--- src/rtl/outerprodrc_seq_ctrl_if.sv ---
// Request/array bus of the uGEMM run sequencer.
// The slave side is the sequencer; the master side is the job requester together with
// the array that consumes the clear/enable strobes and held operands.
// With OUTERPRODRC_SEQ_STALL_EN defined the bus also carries iStall.
interface outerprodrc_seq_ctrl_if #(
  parameter int ROWNUM   = 4,
  parameter int COLNUM   = 4,
  parameter int BITWIDTH = 8
);
  logic                         iStart;
  logic                         oReady;
  logic                         iAbort;
  logic [ROWNUM*BITWIDTH-1:0]   iData0;
  logic [COLNUM*BITWIDTH-1:0]   iData1;
  logic [ROWNUM*BITWIDTH-1:0]   oData0;
  logic [COLNUM*BITWIDTH-1:0]   oData1;
  logic                         oClr;
  logic                         oEn;
  logic                         oBitValid;
  logic                         oFirst;
  logic                         oLast;
  logic                         oDone;
  logic                         oBusy;
`ifdef OUTERPRODRC_SEQ_STALL_EN
  logic                         iStall;
`endif

  modport slave (
    input  iStart, iAbort, iData0, iData1,
`ifdef OUTERPRODRC_SEQ_STALL_EN
    input  iStall,
`endif
    output oReady, oData0, oData1, oClr, oEn, oBitValid, oFirst, oLast, oDone, oBusy
  );

  modport master (
    output iStart, iAbort, iData0, iData1,
`ifdef OUTERPRODRC_SEQ_STALL_EN
    output iStall,
`endif
    input  oReady, oData0, oData1, oClr, oEn, oBitValid, oFirst, oLast, oDone, oBusy
  );
endinterface

--- src/rtl/outerprodrc_seq_ctrl.sv ---
// Run sequencer for the unary outer-product (uGEMM) array.
// Accepts one operand-vector pair per job, holds it for the run, pulses clear, then
// enables the array for CYCLES cycles. oBitValid/oFirst/oLast line up with the array's
// registered product bits (one cycle behind oEn).
// Optional feature: define OUTERPRODRC_SEQ_STALL_EN to add iStall, which pauses RUN.
module outerprodrc_seq_ctrl #(
  parameter int ROWNUM   = 4,
  parameter int COLNUM   = 4,
  parameter int BITWIDTH = 8,
  parameter int CYCLES   = 2**(BITWIDTH-1)
) (
  input logic                   iClk,
  input logic                   iRstN,
  outerprodrc_seq_ctrl_if.slave bus
);

  localparam int CW = $clog2(CYCLES + 1);
  localparam logic [CW-1:0] CNT_LAST = CW'(CYCLES - 1);

  localparam logic [2:0] ST_IDLE  = 3'd0;
  localparam logic [2:0] ST_CLR   = 3'd1;
  localparam logic [2:0] ST_RUN   = 3'd2;
  localparam logic [2:0] ST_LAST  = 3'd3;
  localparam logic [2:0] ST_ABORT = 3'd4;

  logic [2:0]                 state;
  logic [2:0]                 nextState;
  logic [CW-1:0]              cnt;
  logic [ROWNUM*BITWIDTH-1:0] data0Q;
  logic [COLNUM*BITWIDTH-1:0] data1Q;
  logic                       bitValidQ;
  logic                       firstQ;
  logic                       accept;
  logic                       abortTaken;
  logic                       stallRun;
  logic                       enable;

`ifdef OUTERPRODRC_SEQ_STALL_EN
  assign stallRun = bus.iStall;
`else
  assign stallRun = 1'b0;
`endif

  assign accept     = bus.iStart & (state == ST_IDLE);
  // Abort only matters once a job is in flight; in IDLE a start always wins.
  assign abortTaken = bus.iAbort &
                      ((state == ST_CLR) | (state == ST_RUN) | (state == ST_LAST));
  // A stalled RUN cycle is a bubble: no enable and the bit counter holds.
  assign enable     = (state == ST_RUN) & ~stallRun;

  // Next-state decode of the run FSM.
  always_comb begin
    // NOTE: default assignment first so every path drives nextState and no latch is inferred.
    nextState = state;
    case (state)
      ST_IDLE:  if (accept) nextState = ST_CLR;
      ST_CLR:   nextState = abortTaken ? ST_ABORT : ST_RUN;
      ST_RUN: begin
        if (abortTaken)                      nextState = ST_ABORT;
        else if (enable && cnt == CNT_LAST)  nextState = ST_LAST;
      end
      ST_LAST:  nextState = abortTaken ? ST_ABORT : ST_IDLE;
      ST_ABORT: nextState = ST_IDLE;
      default:  nextState = ST_IDLE;
    endcase
  end

  // State register and enable-cycle counter.
  always_ff @(posedge iClk or negedge iRstN) begin
    if (!iRstN) begin
      // NOTE: non-blocking assignments for all clocked state so every register sees pre-edge values.
      state <= ST_IDLE;
      cnt   <= '0;
    end else begin
      state <= nextState;
      if (state == ST_CLR)  cnt <= '0;
      else if (enable)      cnt <= cnt + CW'(1);
    end
  end

  // Operand hold registers: loaded only on accept, kept through abort and IDLE.
  always_ff @(posedge iClk or negedge iRstN) begin
    if (!iRstN) begin
      // NOTE: these are plain registers, not a memory array, so they take the async reset to 0.
      data0Q <= '0;
      data1Q <= '0;
    end else if (accept) begin
      data0Q <= bus.iData0;
      data1Q <= bus.iData1;
    end
  end

  // Product-bit strobes trail oEn by one cycle, matching the array's output register.
  always_ff @(posedge iClk or negedge iRstN) begin
    if (!iRstN) begin
      bitValidQ <= 1'b0;
      firstQ    <= 1'b0;
    end else begin
      bitValidQ <= enable & ~abortTaken;
      firstQ    <= enable & ~abortTaken & (cnt == '0);
    end
  end

  assign bus.oReady    = (state == ST_IDLE);
  assign bus.oBusy     = ~bus.oReady;
  assign bus.oClr      = (state == ST_CLR) | (state == ST_ABORT);
  assign bus.oEn       = enable;
  assign bus.oBitValid = bitValidQ;
  assign bus.oFirst    = firstQ;
  assign bus.oLast     = (state == ST_LAST);
  assign bus.oDone     = (state == ST_LAST);
  assign bus.oData0    = data0Q;
  assign bus.oData1    = data1Q;

endmodule

--- src/flat_wrapper.sv ---
// flat-port wrapper written by rule: the top's interface ports become plain ports
module outerprodrc_seq_ctrl_flat 
#(
  parameter int ROWNUM   = 4,
  parameter int COLNUM   = 4,
  parameter int BITWIDTH = 8,
  parameter int CYCLES   = 2**(BITWIDTH-1)
)
  (iClk, iRstN, bus_iStart, bus_iAbort, bus_iData0, bus_iData1, bus_oReady, bus_oData0, bus_oData1, bus_oClr, bus_oEn, bus_oBitValid, bus_oFirst, bus_oLast, bus_oDone, bus_oBusy);
  outerprodrc_seq_ctrl_if #(.ROWNUM(ROWNUM), .COLNUM(COLNUM), .BITWIDTH(BITWIDTH)) bus_i ();
  input logic iClk;
  input logic iRstN;
  input wire logic [$bits(bus_i.iStart)-1:0] bus_iStart;
  input wire logic [$bits(bus_i.iAbort)-1:0] bus_iAbort;
  input wire logic [$bits(bus_i.iData0)-1:0] bus_iData0;
  input wire logic [$bits(bus_i.iData1)-1:0] bus_iData1;
  output wire logic [$bits(bus_i.oReady)-1:0] bus_oReady;
  output wire logic [$bits(bus_i.oData0)-1:0] bus_oData0;
  output wire logic [$bits(bus_i.oData1)-1:0] bus_oData1;
  output wire logic [$bits(bus_i.oClr)-1:0] bus_oClr;
  output wire logic [$bits(bus_i.oEn)-1:0] bus_oEn;
  output wire logic [$bits(bus_i.oBitValid)-1:0] bus_oBitValid;
  output wire logic [$bits(bus_i.oFirst)-1:0] bus_oFirst;
  output wire logic [$bits(bus_i.oLast)-1:0] bus_oLast;
  output wire logic [$bits(bus_i.oDone)-1:0] bus_oDone;
  output wire logic [$bits(bus_i.oBusy)-1:0] bus_oBusy;
  assign bus_i.iStart = bus_iStart;
  assign bus_i.iAbort = bus_iAbort;
  assign bus_i.iData0 = bus_iData0;
  assign bus_i.iData1 = bus_iData1;
  assign bus_oReady = bus_i.oReady;
  assign bus_oData0 = bus_i.oData0;
  assign bus_oData1 = bus_i.oData1;
  assign bus_oClr = bus_i.oClr;
  assign bus_oEn = bus_i.oEn;
  assign bus_oBitValid = bus_i.oBitValid;
  assign bus_oFirst = bus_i.oFirst;
  assign bus_oLast = bus_i.oLast;
  assign bus_oDone = bus_i.oDone;
  assign bus_oBusy = bus_i.oBusy;
  outerprodrc_seq_ctrl #(.ROWNUM(ROWNUM), .COLNUM(COLNUM), .BITWIDTH(BITWIDTH), .CYCLES(CYCLES)) u_core (.iClk(iClk), .iRstN(iRstN), .bus(bus_i));
endmodule
--- config.mk ---
export PLATFORM = sky130hd
export DESIGN_NAME = outerprodrc_seq_ctrl_flat
export DESIGN_NICKNAME = d
export VERILOG_FILES = /design/src/rtl/outerprodrc_seq_ctrl_if.sv /design/src/rtl/outerprodrc_seq_ctrl.sv /design/src/flat_wrapper.sv
export SDC_FILE = /design/constraint.sdc
export NUM_CORES = 1
export LEC_CHECK = 0
export CAP_MARGIN = 20
export CORE_MARGIN = 5
export CORE_UTILIZATION = 37
export CTS_CLUSTER_SIZE = 16
export DETAILED_ROUTE_END_ITERATION = 6
export HOLD_SLACK_MARGIN = 0.03
export PLACE_DENSITY = 0.86
export SETUP_SLACK_MARGIN = 0.3
export SYNTH_ARGS = -nofsm -noshare
export SYNTH_HDL_FRONTEND = slang
export SYNTH_SLANG_ARGS = --single-unit
export TNS_END_PERCENT = 10
--- constraint.sdc ---
create_clock -name iClk -period 1.6 [get_ports iClk]
set_input_delay 0.16 -clock iClk [delete_from_list [all_inputs] [get_ports iClk]]
set_output_delay 0.16 -clock iClk [all_outputs]
set_load 0.005 [all_outputs]
# == After elaboration in Yosys (flattened, before gate mapping) ==
# Cells that the tools add are included.
# word_totals
ff_bits,77
in_bits,68
out_inout_bits,72
elab_cells,36
# op_classes
addsub,1
eq_ne,7
mux,8
bitwise,9
n_reduce_logical,5
# op_table
operator,count
8-bit two-way mux,2
3-bit two-way mux,5
3-bit one-hot mux with 4 select lines,1
8-bit by 1-bit adder with 8-bit output (second input constant),1
8-bit by 7-bit equality test with 1-bit output (second input constant),1
8-bit zero test,1
3-bit by 2-bit equality test with 1-bit output (second input constant),2
1-bit bitwise AND,4
3-bit by 1-bit equality test with 1-bit output (second input constant),1
3-bit equality test (second input constant),1
3-bit zero test,1
3-bit by 2-bit != test with 1-bit output (second input constant),1
1-bit OR,3
2-bit != test (second input constant),1
1-bit inverter,2
2-bit AND reduction,1
2-bit nonzero test,1
1-bit logical AND,1

# == Longest topological paths before layout ==
# Gate-level depths: netlist of the first run.
# depth
depth_word,7
mapped_depth,6
mapped_depth_nobuf,4

# == Worst setup path before layout of the first run ==
# No wires, ideal clock.
# synth_timing
path_type,reg-to-reg
from,reg u_core.state[1]
to,reg u_core.data0Q[10] (netlist: u_core.bus.oData0[10])
setup_time_ns,0.128
arrival_ns,1.523
required_time_ns,1.472
slack_ns,-0.050
path_stages_with_launch,7
n_path_buf,3
synth_period_minus_slack_ns,1.650
cell_sequence,dfrtp_1 > buf_4 > nor3_2 > and2_1 > buf_4 > buf_4 > mux2_1
# synth_via
elab_chain_cells,2
# synth_rtl
item,line,source
"start, declared",outerprodrc_seq_ctrl.sv:26,logic [2:0] state;
"start signal, assigned",outerprodrc_seq_ctrl.sv:75,state <= nextState;
3-bit zero test,--,
via bus_oReady,flat_wrapper.sv:17,output wire logic [$bits(bus_i.oReady)-1:0] bus_oReady;
1-bit bitwise AND,outerprodrc_seq_ctrl.sv:44,assign accept = bus.iStart & (state == ST_IDLE);
"end signal, assigned",outerprodrc_seq_ctrl.sv:88,data0Q <= bus.iData0;
"end, declared",outerprodrc_seq_ctrl.sv:29,logic [ROWNUM*BITWIDTH-1:0] data0Q;
# The timed path passes the listed nets, and every way through them passes these cells.
# A chain may end at the register's enable or synchronous reset.

# == Worst setup path after layout of the first run ==
# layout_timing
from,reg u_core.state[0]
to,reg u_core.data1Q[6] (netlist: u_core.bus.oData1[6])
# layout_via
elab_chain_cells,2
# layout_rtl
item,line,source
3-bit zero test,outerprodrc_seq_ctrl.sv:44,
1-bit bitwise AND,outerprodrc_seq_ctrl.sv:44,
"end signal, assigned",outerprodrc_seq_ctrl.sv:89,data1Q <= bus.iData1;
"end, declared",outerprodrc_seq_ctrl.sv:30,logic [COLNUM*BITWIDTH-1:0] data1Q;
# No other way between the ends.

==> metrics.yaml, run 1 <==
core_um2: 8180
pwr_density_cell_nw_per_um2: 1870
grt_max_degree: 44
clkSlewWorstSetupHoldPaths_ns: 0.08
final_antenna_net_count: 0
crit_path_max_fanout: 7
maxCapViolations: 0
drt_iter0_markers: 45
io_buffers: 139
synth.distinct_cells: 34
hpwl_mm: 5.86
clockBufferDepth: 2
ir_worst_vdd_mv: 0.931
syn_area_um2: 3090
die_w_um: 101
finalSetupViolCount: 74
rsz0062_at_grt: "true"
syn_to_final_growth_pct: 71.7
critPathArrivalTime_ns: 1.96
post-route-period-util_pct: 109
antenna_cells: 0
layout_commonest_cell: "dfrtp_1"
wl_per_cell_um: 18.5
h-tree-depth: 3
avgSynthCellArea_um2: 14.9
cts_tree: "yes"
synth_enable_flop_cells: 0
die_h_um: 101
dr_total_vias: 2393
relSlewSlack_pct: 68.4
leakagePower_nw: 2.46
initial_core_util_pct: 37.8
synth-seq-cells: 77
required_ns: 1.82
rr_startpoint: "u_core.state[0]"
routed_wl_mm: 9.00
critPathCaptureType: "flop"
vias_per_cell: 4.91
grt_pass1_wl_mm: 12.0
grt_remaining_overflow: 0
cts_inserted_buffers: 9
drtPass1Iterations: 4
async_reset_ff_share_pct: 100
drive_gt1_share_pct: 33.8
fp-row-count: 33
final_cell_mix: "dfrtp_1 (77), clkdlybuf4s50_1 (66), dlygate4sd2_1 (66)"
route.detailed.drc: 0
hold_viol: 0
clock_latency_ns: 0.34
clockRootBuffer: "clkbuf_8"
syn-num-nets: 277
violations: "setup timing"
grt.total_usage_pct: 15.0
outcome: "complete, but fails checks"
syn_inst: 207
grt_pass1_vias: 2452
place_area_um2: 4690
cts.sinks: 77
yosysSeqAreaShare_pct: 62.4
timing.fmax_mhz: 574
fin_crit_ns: 1.74
timing.final.ws_setup_ns: -0.141
clock_skew_ns: 0.00530
p_total_mw: 9.92
ys_warn_count: 0
ios: 140
r2r-end: "u_core.bus.oData1[6]"
r2r_slack_ns: -0.14
worstMarginPinSlew_ns: 0.474
synthFlopType: "dfrtp_1"
gp_congestion: 0.766
fin_area_um2: 5300
critPathKind: "reg -> reg"
maxSlewViolCount: 0
hp-class: "in -> async"
startpoint_type: "flop"
worst_r2r_path_depth: 6
fp.dieArea_um2: 10300
nets: 447
antenna_found_initial: 0
[sequential cells by signal, summed over array words and instances (netlist names)]
signal / flops
u_core.state: 3
u_core.bus.oData0: 32
u_core.bus.oBitValid: 1
u_core.bus.oFirst: 1
u_core.bus.oData1: 32
u_core.cnt: 8
[layout make-up]
cell class              instances  area, um^2
repair buffers                170        1690
flip-flops and latches         77        1930
clock buffers                  13         149
inverters                       5        18.8
multi-input cells             114        1360
fillers                       622        2880
clock inverters                 3        21.3
well taps                     105         131
[worst max path at each step]
stage                                from                     to  slack [ns]
after floorplan           u_core.state[2]      u_core.bus.oFirst       0.005
after global placement    u_core.state[2]                bus_oEn        0.04
after detailed placement  u_core.state[2]          u_core.cnt[4]       -0.01
after CTS                 u_core.state[2]  u_core.bus.oData1[21]       -0.13
after global routing      u_core.state[0]   u_core.bus.oData1[7]       -0.21
final                     u_core.state[0]   u_core.bus.oData1[6]       -0.14
[report_power, final]
| group | switching [mW] | internal [mW] | total (mW) | leakage, nW |
|---|---|---|---|---|
| combinational | 1.85 | 3.48 | 5.33 | 1.45 |
| sequential | 0.476 | 2.84 | 3.31 | 0.924 |
| clock | 0.677 | 0.608 | 1.29 | 0.0836 |
[synth_stat cells (2+ instances only)]
cell     number  area [um^2]
buf_4         8         60.1
inv_1         4         15.0
nand3_1       2         10.0
nand4_1       2         12.5
a21oi_1       5         25.0
o21ai_0       7         35.0
nor2_1        3         11.3
buf_2         3         15.0
ha_1          2         25.0
mux2_2       15          169
mux2_1       49          552
nand2_1       4         15.0
dfrtp_1      77         1930
or3_1         4         25.0
xnor2_1       2         17.5
nor3b_1       2         15.0
[repair_timing]
| item | 4_1_cts | 5_1_grt |
|---|---|---|
| gates resized for setup | 114 | 63 |
| buffers inserted | 8 | 2 |
| hold endpoints to repair | 34 | 0 |
| setup endpoints to repair | 146 | 81 |
| pin swaps | 18 | 2 |
| cloned | 0 | 7 |
| hold buffers | 1 | 0 |
[stage by stage]
stage	util, %	std cells	TNS (ns)	setup WS [ns]	hold slack [ns]
after floorplan	-	207	0	0.00550	-0.136
after global placement	57.4	453	0	0.0368	0.144
after detailed placement	57.4	453	-0.0132	-0.0132	0.147
after CTS	60.0	478	-7.35	-0.133	0.313
after global routing	64.8	487	-11.58	-0.212	0.354
final	64.8	487	-6.27	-0.141	0.317
[cell families (layout without fill, tap and decap cells)]
kind of cell             count (synthesis)  count (layout)  share of synthesized area (%)
XOR/XNOR                                 2               2                          0.568
AND/OR/NAND/NOR                         29              30                           6.53
flip-flops                              77              77                           62.4
multiplexers                            64              64                           23.3
adder cells (fa/ha/maj)                  2               2                          0.811
AO/OA/AOI/OAI                           16              16                           2.92
buffers and inverters                   17             191                           3.40
[worst max-delay path: stages (launching register included)]
cell and delay, ns:
dfrtp_1 0.40, buf_6 0.13, nor3_4 0.22, buf_6 0.13, and2_4 0.25, clkbuf_16 0.20
mux2_4 0.30
[routing by layer]
| metal | wire length, um | track usage, % | part of all wire, % | up-vias |
|---|---|---|---|---|
| met2 | 4570 | 25.9 | 51 | 91 |
| li1 | - | - | - | 1073 |
| met1 | 3710 | 17.9 | 41 | 1219 |
| met5 | 0 | 0 | 0 | - |
| met4 | 96 | 5.62 | 1.1 | 0 |
| met3 | 622 | 4.13 | 6.9 | 10 |
Note: power is estimated with default switching activity, not from simulation.
==> inputs of run 2 (changes only) <==
--- a/config.mk
+++ b/config.mk
@@ -8,6 +8,7 @@
 export CAP_MARGIN = 20
 export CORE_MARGIN = 5
 export CORE_UTILIZATION = 37
+export CTS_CLUSTER_DIAMETER = 120
 export CTS_CLUSTER_SIZE = 16
 export DETAILED_ROUTE_END_ITERATION = 6
 export HOLD_SLACK_MARGIN = 0.03
==> results of run 2 <==
The final DEF is identical to that of run 1; final timing and power are the same.
